<file path="src/rtl/multicycle_controller.sv">
// Multicycle RISC-V control FSM: sequences fetch/decode/execute/memory/writeback and drives datapath selects.
// Optional ILLEGAL_TRAP_EN: unrecognised opcodes park in a sticky ERROR state instead of being skipped.
module multicycle_controller #(
    parameter int width = 32
) (
    input  logic       clk,
    input  logic       rst,
    input  logic [6:0] op,
    input  logic [2:0] funct3,
    input  logic       funct7b5,
    input  logic       zero,
    input  logic       mem_ready,
    output logic       pc_write,
    output logic       adr_src,
    output logic       mem_write,
    output logic       ir_write,
    output logic       reg_write,
    output logic       instr_done,
    output logic       illegal,
    output logic [1:0] result_src,
    output logic [1:0] alu_src_a,
    output logic [1:0] alu_src_b,
    output logic [1:0] imm_src,
    output logic [2:0] alu_control,
    output logic [3:0] state_o
);

    if (width < 1) begin : g_width_check
        $error("multicycle_controller: width must be positive");
    end

    typedef enum logic [3:0] {
        FETCH    = 4'd0,
        DECODE   = 4'd1,
        MEMADR   = 4'd2,
        MEMREAD  = 4'd3,
        MEMWB    = 4'd4,
        MEMWRITE = 4'd5,
        EXECUTER = 4'd6,
        EXECUTEI = 4'd7,
        ALUWB    = 4'd8,
        JAL      = 4'd9,
        BEQ      = 4'd10,
        ERROR    = 4'd11
    } state_t;

    state_t     state, state_next;
    logic       illegal_op;
    logic [2:0] alu_funct;

    assign state_o = state;

    always_comb begin
        illegal_op = 1'b0;
        case (op)
            7'b0000011, 7'b0100011, 7'b0110011,
            7'b0010011, 7'b1101111, 7'b1100011: illegal_op = 1'b0;
            default:                            illegal_op = 1'b1;
        endcase
    end

    // Only R-type (op[5]=1) may turn funct3=000 into a subtract.
    always_comb begin
        alu_funct = 3'b000;
        case (funct3)
            3'b000:  alu_funct = (op[5] & funct7b5) ? 3'b001 : 3'b000;
            3'b010:  alu_funct = 3'b101;
            3'b110:  alu_funct = 3'b011;
            3'b111:  alu_funct = 3'b010;
            default: alu_funct = 3'b000;
        endcase
    end

    always_ff @(posedge clk) begin
        if (rst) state <= FETCH;
        else     state <= state_next;
    end

    always_comb begin
        state_next = state;
        case (state)
            FETCH:    state_next = mem_ready ? DECODE : FETCH;
            DECODE: begin
                case (op)
                    7'b0000011, 7'b0100011: state_next = MEMADR;
                    7'b0110011:             state_next = EXECUTER;
                    7'b0010011:             state_next = EXECUTEI;
                    7'b1101111:             state_next = JAL;
                    7'b1100011:             state_next = BEQ;
`ifdef ILLEGAL_TRAP_EN
                    default:                state_next = ERROR;
`else
                    default:                state_next = FETCH;
`endif
                endcase
            end
            MEMADR:   state_next = op[5] ? MEMWRITE : MEMREAD;
            MEMREAD:  state_next = mem_ready ? MEMWB : MEMREAD;
            MEMWB:    state_next = FETCH;
            MEMWRITE: state_next = mem_ready ? FETCH : MEMWRITE;
            EXECUTER: state_next = ALUWB;
            EXECUTEI: state_next = ALUWB;
            ALUWB:    state_next = FETCH;
            JAL:      state_next = ALUWB;
            BEQ:      state_next = FETCH;
`ifdef ILLEGAL_TRAP_EN
            ERROR:    state_next = ERROR;
`endif
            default:  state_next = FETCH;
        endcase
    end

    always_comb begin
        pc_write    = 1'b0;
        adr_src     = 1'b0;
        mem_write   = 1'b0;
        ir_write    = 1'b0;
        reg_write   = 1'b0;
        instr_done  = 1'b0;
        illegal     = 1'b0;
        result_src  = 2'b00;
        alu_src_a   = 2'b00;
        alu_src_b   = 2'b00;
        alu_control = 3'b000;
        case (op)
            7'b0100011: imm_src = 2'b01;
            7'b1100011: imm_src = 2'b10;
            7'b1101111: imm_src = 2'b11;
            default:    imm_src = 2'b00;
        endcase
        case (state)
            FETCH: begin
                alu_src_b  = 2'b10;
                result_src = 2'b10;
                ir_write   = mem_ready;
                pc_write   = mem_ready;
            end
            DECODE: begin
                alu_src_a = 2'b01;
                alu_src_b = 2'b01;
`ifndef ILLEGAL_TRAP_EN
                instr_done = illegal_op;
`endif
            end
            MEMADR: begin
                alu_src_a = 2'b10;
                alu_src_b = 2'b01;
            end
            MEMREAD:  adr_src = 1'b1;
            MEMWB: begin
                result_src = 2'b01;
                reg_write  = 1'b1;
                instr_done = 1'b1;
            end
            MEMWRITE: begin
                adr_src    = 1'b1;
                mem_write  = 1'b1;
                instr_done = mem_ready;
            end
            EXECUTER: begin
                alu_src_a   = 2'b10;
                alu_control = alu_funct;
            end
            EXECUTEI: begin
                alu_src_a   = 2'b10;
                alu_src_b   = 2'b01;
                alu_control = alu_funct;
            end
            ALUWB: begin
                reg_write  = 1'b1;
                instr_done = 1'b1;
            end
            JAL: begin
                alu_src_a = 2'b01;
                alu_src_b = 2'b10;
                pc_write  = 1'b1;
            end
            BEQ: begin
                alu_src_a   = 2'b10;
                alu_control = 3'b001;
                pc_write    = zero;
                instr_done  = 1'b1;
            end
`ifdef ILLEGAL_TRAP_EN
            ERROR:    illegal = 1'b1;
`endif
            default: ;
        endcase
        // Reset overrides any pending access so nothing is committed mid-instruction.
        if (rst) begin
            pc_write   = 1'b0;
            ir_write   = 1'b0;
            mem_write  = 1'b0;
            reg_write  = 1'b0;
            instr_done = 1'b0;
            illegal    = 1'b0;
        end
    end

endmodule

</file>
<file path="config.mk">
export PLATFORM = sky130hd
export DESIGN_NAME = multicycle_controller
export DESIGN_NICKNAME = d
export VERILOG_FILES = /design/src/rtl/multicycle_controller.sv
export SDC_FILE = /design/constraint.sdc
export NUM_CORES = 1
export LEC_CHECK = 0
export CORE_MARGIN = 3
export CORE_UTILIZATION = 33
export DETAILED_ROUTE_END_ITERATION = 8
export PLACE_DENSITY = 0.76
export SLEW_MARGIN = 20
export SYNTH_ARGS = -nofsm -noshare
export SYNTH_HDL_FRONTEND = slang
export SYNTH_SLANG_ARGS = --single-unit
</file>
<file path="constraint.sdc">
create_clock -name clk -period 1.25 [get_ports clk]
set_clock_uncertainty 0.1 [all_clocks]
set_input_delay 0.1875 -clock clk [delete_from_list [all_inputs] [get_ports clk]]
set_output_delay 0.1875 -clock clk [all_outputs]
set_load 0.01 [all_outputs]
</file>
==> results of run 1 <==
[synth_stat cells, drive strengths merged]
library cell  n  area [µm²]
a211oi        4        35.0
a21boi        1        7.51
a21oi         6        30.0
a22oi         1        7.51
a31oi         2        12.5
and4b         1        10.0
buf           8        43.8
clkbuf        2        7.51
conb          1        3.75
dfxtp         4        80.1
inv           3        11.3
mux2i         1        10.0
nand2         4        15.0
nand2b        5        31.3
nand3         4        20.0
nor2          7        26.3
nor2b         3        18.8
nor3          6        30.0
nor3b         2        15.0
nor4          5        31.3
nor4b         1        15.0
nor4bb        1        10.0
o21ai         1        5.00
o21ba         1        10.0
o21bai        1        7.51
o22a          2        18.8
o22ai         1        12.5
o32a          1        10.0
o32ai         1        8.76
or2           1        6.26
or2b          1        7.51
or3           1        7.51
or4b          1        13.8
xnor2         4        35.0
xor2          1        8.76
[cell families after synthesis]
logic type,after synthesis
AND/OR/NAND/NOR,43
flip-flops,4
other,1
buffers and inverters,13
XOR/XNOR,5
multiplexers,1
AO/OA/AOI/OAI,22
[repair_timing]
item,4_1_cts
buffers inserted,21
setup endpoints to repair,25
pin swaps,18
resized for setup,165
[per-stage QoR]
stage | util | cell area (µm²)
after floorplan | - | 779
after global placement | 0.738 | 1290
after detailed placement | 0.738 | 1290
after CTS | 0.879 | 1530
==> summary.txt, run 1 <==
Synth
  – Adder-cell share of the synthesized area: 0
  – Synth Area in Compound Gates: 0.265
  – Syn_area_per_cell: 7.00 µm²
  – XOR/XNOR share of the synthesized area: 0.0703
  – Post-synthesis simple-gate area fraction: 0.414
  – Post-synthesis mux area share: 0.0161
  – Main combinational cell family by area after synthesis: simple AND/OR/NAND/NOR gates
  – Synthesized Nets: 104
  – Synthesis-stage register bit count: 4
  – Post-Syn Instances: 89
  – Distinct cells, synth: 39
  – Yosys warnings: 0
  – Register area share after synthesis: 0.129
  – Syn Std Cell Area: 623 µm²

Placed design
  – Port Buffers: 35
  – DP Worst Slack: -0.932 ns
  – DPL Wire Length: 1860 µm
  – Routability congestion estimate: 0.859
  – Placed insts: 170

Die
  – Die height: 49.5 µm
  – Num rows: 15
  – Io pins: 37
  – Starting Density: 0.357
  – Die width: 49.5 µm

Clocking
  – CTS Buf Count: 3
  – Hold buffer count at CTS: 0
  – CTS Root Cell: clkbuf_4
  – Clock Tree Buf Depth: 2
  – CTS sink count: 4
  – Htree depth: 1

STA
  – Worst ep type: top-level output
  – Critical endpoint after global-route timing repair: pc_write

Global route
  – Antenna violations before repair: 0
  – Largest net degree at the start of global routing: 11

Status
  – Stop Error: [ERROR DPL-0033] detailed placement checks failed during check placement.
  – Fail Step: 5_1_grt
  – Status: did not finish
==> run 2, diff against run 1 <==
--- a/config.mk
+++ b/config.mk
@@ -5,10 +5,10 @@
 export SDC_FILE = /design/constraint.sdc
 export NUM_CORES = 1
 export LEC_CHECK = 0
-export CORE_MARGIN = 3
-export CORE_UTILIZATION = 33
+export CORE_AREA = 3 3 64 66
 export DETAILED_ROUTE_END_ITERATION = 8
-export PLACE_DENSITY = 0.76
+export DIE_AREA = 0 0 67 69
+export PLACE_DENSITY_LB_ADDON = 0.15
 export SLEW_MARGIN = 20
 export SYNTH_ARGS = -nofsm -noshare
 export SYNTH_HDL_FRONTEND = slang
==> constraint.sdc (replaced) <==
create_clock -name clk -period 1.6 [get_ports clk]
set_clock_uncertainty 0.1 [all_clocks]
set_input_delay 0.24 -clock clk [delete_from_list [all_inputs] [get_ports clk]]
set_output_delay 0.24 -clock clk [all_outputs]
set_load 0.01 [all_outputs]
==> run 2 against run 1 <==
  * The flow now finishes, with violations (setup timing)
  * Synthesized cell count stayed put
  * Synthesized area unchanged
==> summary.txt, run 2 <==
Drt
  – Drt pass-1 iters: 3
  – Avg WL per Cell: 13.0 µm
  – Vias per cell: 4.44
  – DRT iter0 DRCs: 36
  – Vias: 933
  – Drt drc: 0
  – DRT Wirelength: 2730 µm
  – Final ANT Viol Nets: 0

STA
  – RSZ-0062 raised after global routing: true
  – Setup slack after layout: -0.0862 ns
  – Min Hold Slack: 0.456 ns
  – Final period util: 1.05
  – Slew Limit Fails: 0
  – Final setup viols: 5
  – Final Hold Violating Endpoints: 0
  – Fmax: 0.593 GHz
  – Tmin final: 1.69 ns

Synth
  – Top cells by count, synth: nor2_1, a21oi_1, nor3_1
  – Largest cells by area after synthesis: dfxtp_1, xnor2_1, nand2b_1
  – Syn Std Cell Area: 623 µm² (unchanged)
  – Yosys top cell area share: 0.129 (unchanged)
  – Distinct cells, synth: 39 (unchanged)
  – Post-Syn Instances: 89 (unchanged)
  – Syn_area_per_cell: 7.00 µm² (unchanged)
  – Synthesized Nets: 104 (unchanged)
  – Synthesis-stage register bit count: 4 (unchanged)
  – Top FF cell, synth: dfxtp_1
  – Async S/R FF share, synth: 0 (unchanged)
  – Dominant cell type by area after synthesis: dfxtp_1
  – Register area share after synthesis: 0.129 (unchanged)
  – Yosys warnings: 0 (unchanged)
  – Number of enable flip-flop cells after synthesis: 0 (unchanged)
  – Cell with the most instances after synthesis: nor2_1

Clocking
  – Hold buffer count at CTS: 0 (unchanged)
  – Htree depth: 1 (unchanged)
  – Clock Tree Buf Depth: 2 (unchanged)
  – Worst-skew pair later-pin latency: 0.22 ns
  – Clock Pin Slew Worst Setup and Hold Paths: 0.03 ns
  – CTS sink count: 4 (unchanged)
  – CTS tree: built
  – CTS Root Cell: clkbuf_8
  – CTS Buf Count: 3 (unchanged)

Critical path
  – CP Max Fanout: 2
  – Critical R2R Launch: state_o[2]
  – Max stage delay on crit path: 0.34 ns
  – CP max-delay cell: or3_4
  – Crit path launch: op[6]
  – Critical path cell sequence: clkdlybuf4s15_1 -> or3_4 -> or2_0 -> a31oi_1 -> nor2_1 -> buf_2
  – Reg2Reg Setup Slack: 0.06 ns
  – Kind of critical path: in -> out
  – R2R Path End: state_o[2]
  – Startpoint Class: input pin
  – WP data required: 1.26 ns
  – Crit. End Element: primary output
  – Critical Path AT: 1.35 ns
  – Depth of the worst register-to-register path: 7

Placed design
  – DPL Wire Length: 1930 µm (+4.1%)
  – DP Worst Slack: -0.791 ns (+0.140 ns)
  – Routability congestion estimate: 0.796 (-7.3%)
  – Port Buffers: 35 (unchanged)

Power
  – Clock Power Share: 0.431
  – Worst vdd ir: 157 µV
  – Switch share: 0.278
  – Combinational power share: 0.366
  – PwrDens: 335 nW/µm²
  – Sw power: 0.000140 W
  – Sequential power share: 0.203
  – Leakage power: 0.650 nW
  – Final Total Pwr: 0.000503 W
  – Int Power: 0.000363 W

Layout
  – Number of flip-flops in the largest register: 4
  – FILL cells: 405
  – Fraction of layout cells with a size suffix above 1: 0.599
  – Most frequent cells in the layout: buf_4, buf_2, dlygate4sd2_1
  – P&R area growth vs syn: 141%
  – Most common cell after layout, fill and taps aside: buf_4
  – Final net count: 179
  – Ant. Diodes: 0

Global route
  – Total global-route track usage: 0.125
  – Antenna violations before repair: 0
  – Largest net degree at the start of global routing: 13
  – First-pass GRT wire length: 4590 µm
  – Grt ovf: 0
  – Vias in the first global route: 1007

Status
  – Status: finished, violations left
  – Failing checks: setup timing

Worst hold path
  – Hold Crit Start: op[3]
  – Worst hold path class: in -> reg
  – Hold Crit Depth: 5
  – Hold Crit Endpoint: state_o[1]

Die
  – Num rows: 22 (+7)
  – Starting Density: 0.171 (-0.186)
  – Core Region: 3630 µm²
  – Io pins: 37 (unchanged)
  – Die Area: 4620 µm²
  – Die height: 69 µm (+40%)
  – Die width: 67 µm (+35%)

Job
  – Max Cap Violations: 0
run 2: worst max path at each step:
| stage | slack, ns | end | cells past startpoint |
|---|---|---|---|
| after floorplan | -0.008 | alu_control[2] | 4 |
| after global placement | -0.76 | instr_done | 6 |
| after detailed placement | -0.79 | instr_done | 6 |
| after CTS | -0.16 | instr_done | 6 |
| after global routing | -0.16 | pc_write | 6 |
| final | -0.09 | instr_done | 6 |
run 2: through the flow:
stage / setup TNS, ns / instance area [µm²] / utilization / std cells
finish: -0.197 / 1500 / 0.413 / 210
global route: -0.909 / 1500 / 0.413 / 210
CTS: -0.390 / 1420 / 0.392 / 209
detailed placement: -8.03 / 1280 / 0.352 / 199
global placement: -8.11 / 1280 / 0.352 / 199
floorplan: -0.0144 / 629 / - / 89
run 2: timing repair:
item                                   CTS  global route
setup buffers                            7             1
endpoints found under the hold margin    0             0
pin swaps                               12            10
setup endpoints to repair               24            17
resized for setup                      118            20
run 2: cell type report:
class / count / area [µm²] / share of cell area
multi-input combinational: 72 / 648 / 0.432
timing repair buffer: 80 / 646 / 0.430
sequential: 4 / 95.1 / 0.0633
inverter: 3 / 11.3 / 0.00750
tap: 48 / 60.1 / 0.0400
clock buffer: 3 / 41.3 / 0.0275
run 2: worst max-delay path: cells and delay by family:
| kind | cells | cell delay [ns] |
|---|---|---|
| AOI/OAI and AO/OA | 1 | 0.17 |
| buffers and inverters | 2 | 0.33 |
| and+or+nand+nor | 3 | 0.61 |
run 2: logic make-up after synthesis:
family / synth area share
other: 0.00602
buffers and inverters: 0.100
XOR/XNOR: 0.0703
AO/OA/AOI/OAI: 0.265
flip-flops: 0.129
multiplexers: 0.0161
AND/OR/NAND/NOR: 0.414
run 2: layer usage:
metal / share of wire / track usage
met3: 0.040 / 0.0342
met5: 0 / 0
met4: 0.0029 / 0.0270
met2: 0.52 / 0.207
met1: 0.44 / 0.157
run 2: power groups by stage:
stage,clock network (W),logic [W],registers [W]
after floorplan,0,0.0000647,0.000105
after global placement,0,0.000183,0.000109
after detailed placement,0,0.000183,0.000109
after CTS,0.000223,0.000178,0.000102
after global routing,0.000231,0.000201,0.000103
final,0.000217,0.000184,0.000102
Power figures use the tool's default switching activity.
==> run 3, diff against run 2 <==
--- a/config.mk
+++ b/config.mk
@@ -6,6 +6,7 @@
 export NUM_CORES = 1
 export LEC_CHECK = 0
 export CORE_AREA = 3 3 64 66
+export CTS_BUF_LIST = sky130_fd_sc_hd__clkbuf_4 sky130_fd_sc_hd__clkbuf_8 sky130_fd_sc_hd__clkbuf_16
 export DETAILED_ROUTE_END_ITERATION = 8
 export DIE_AREA = 0 0 67 69
 export PLACE_DENSITY_LB_ADDON = 0.15
==> results of run 3 <==
Same layout as run 2: the final DEF is identical, and so are final timing and power.
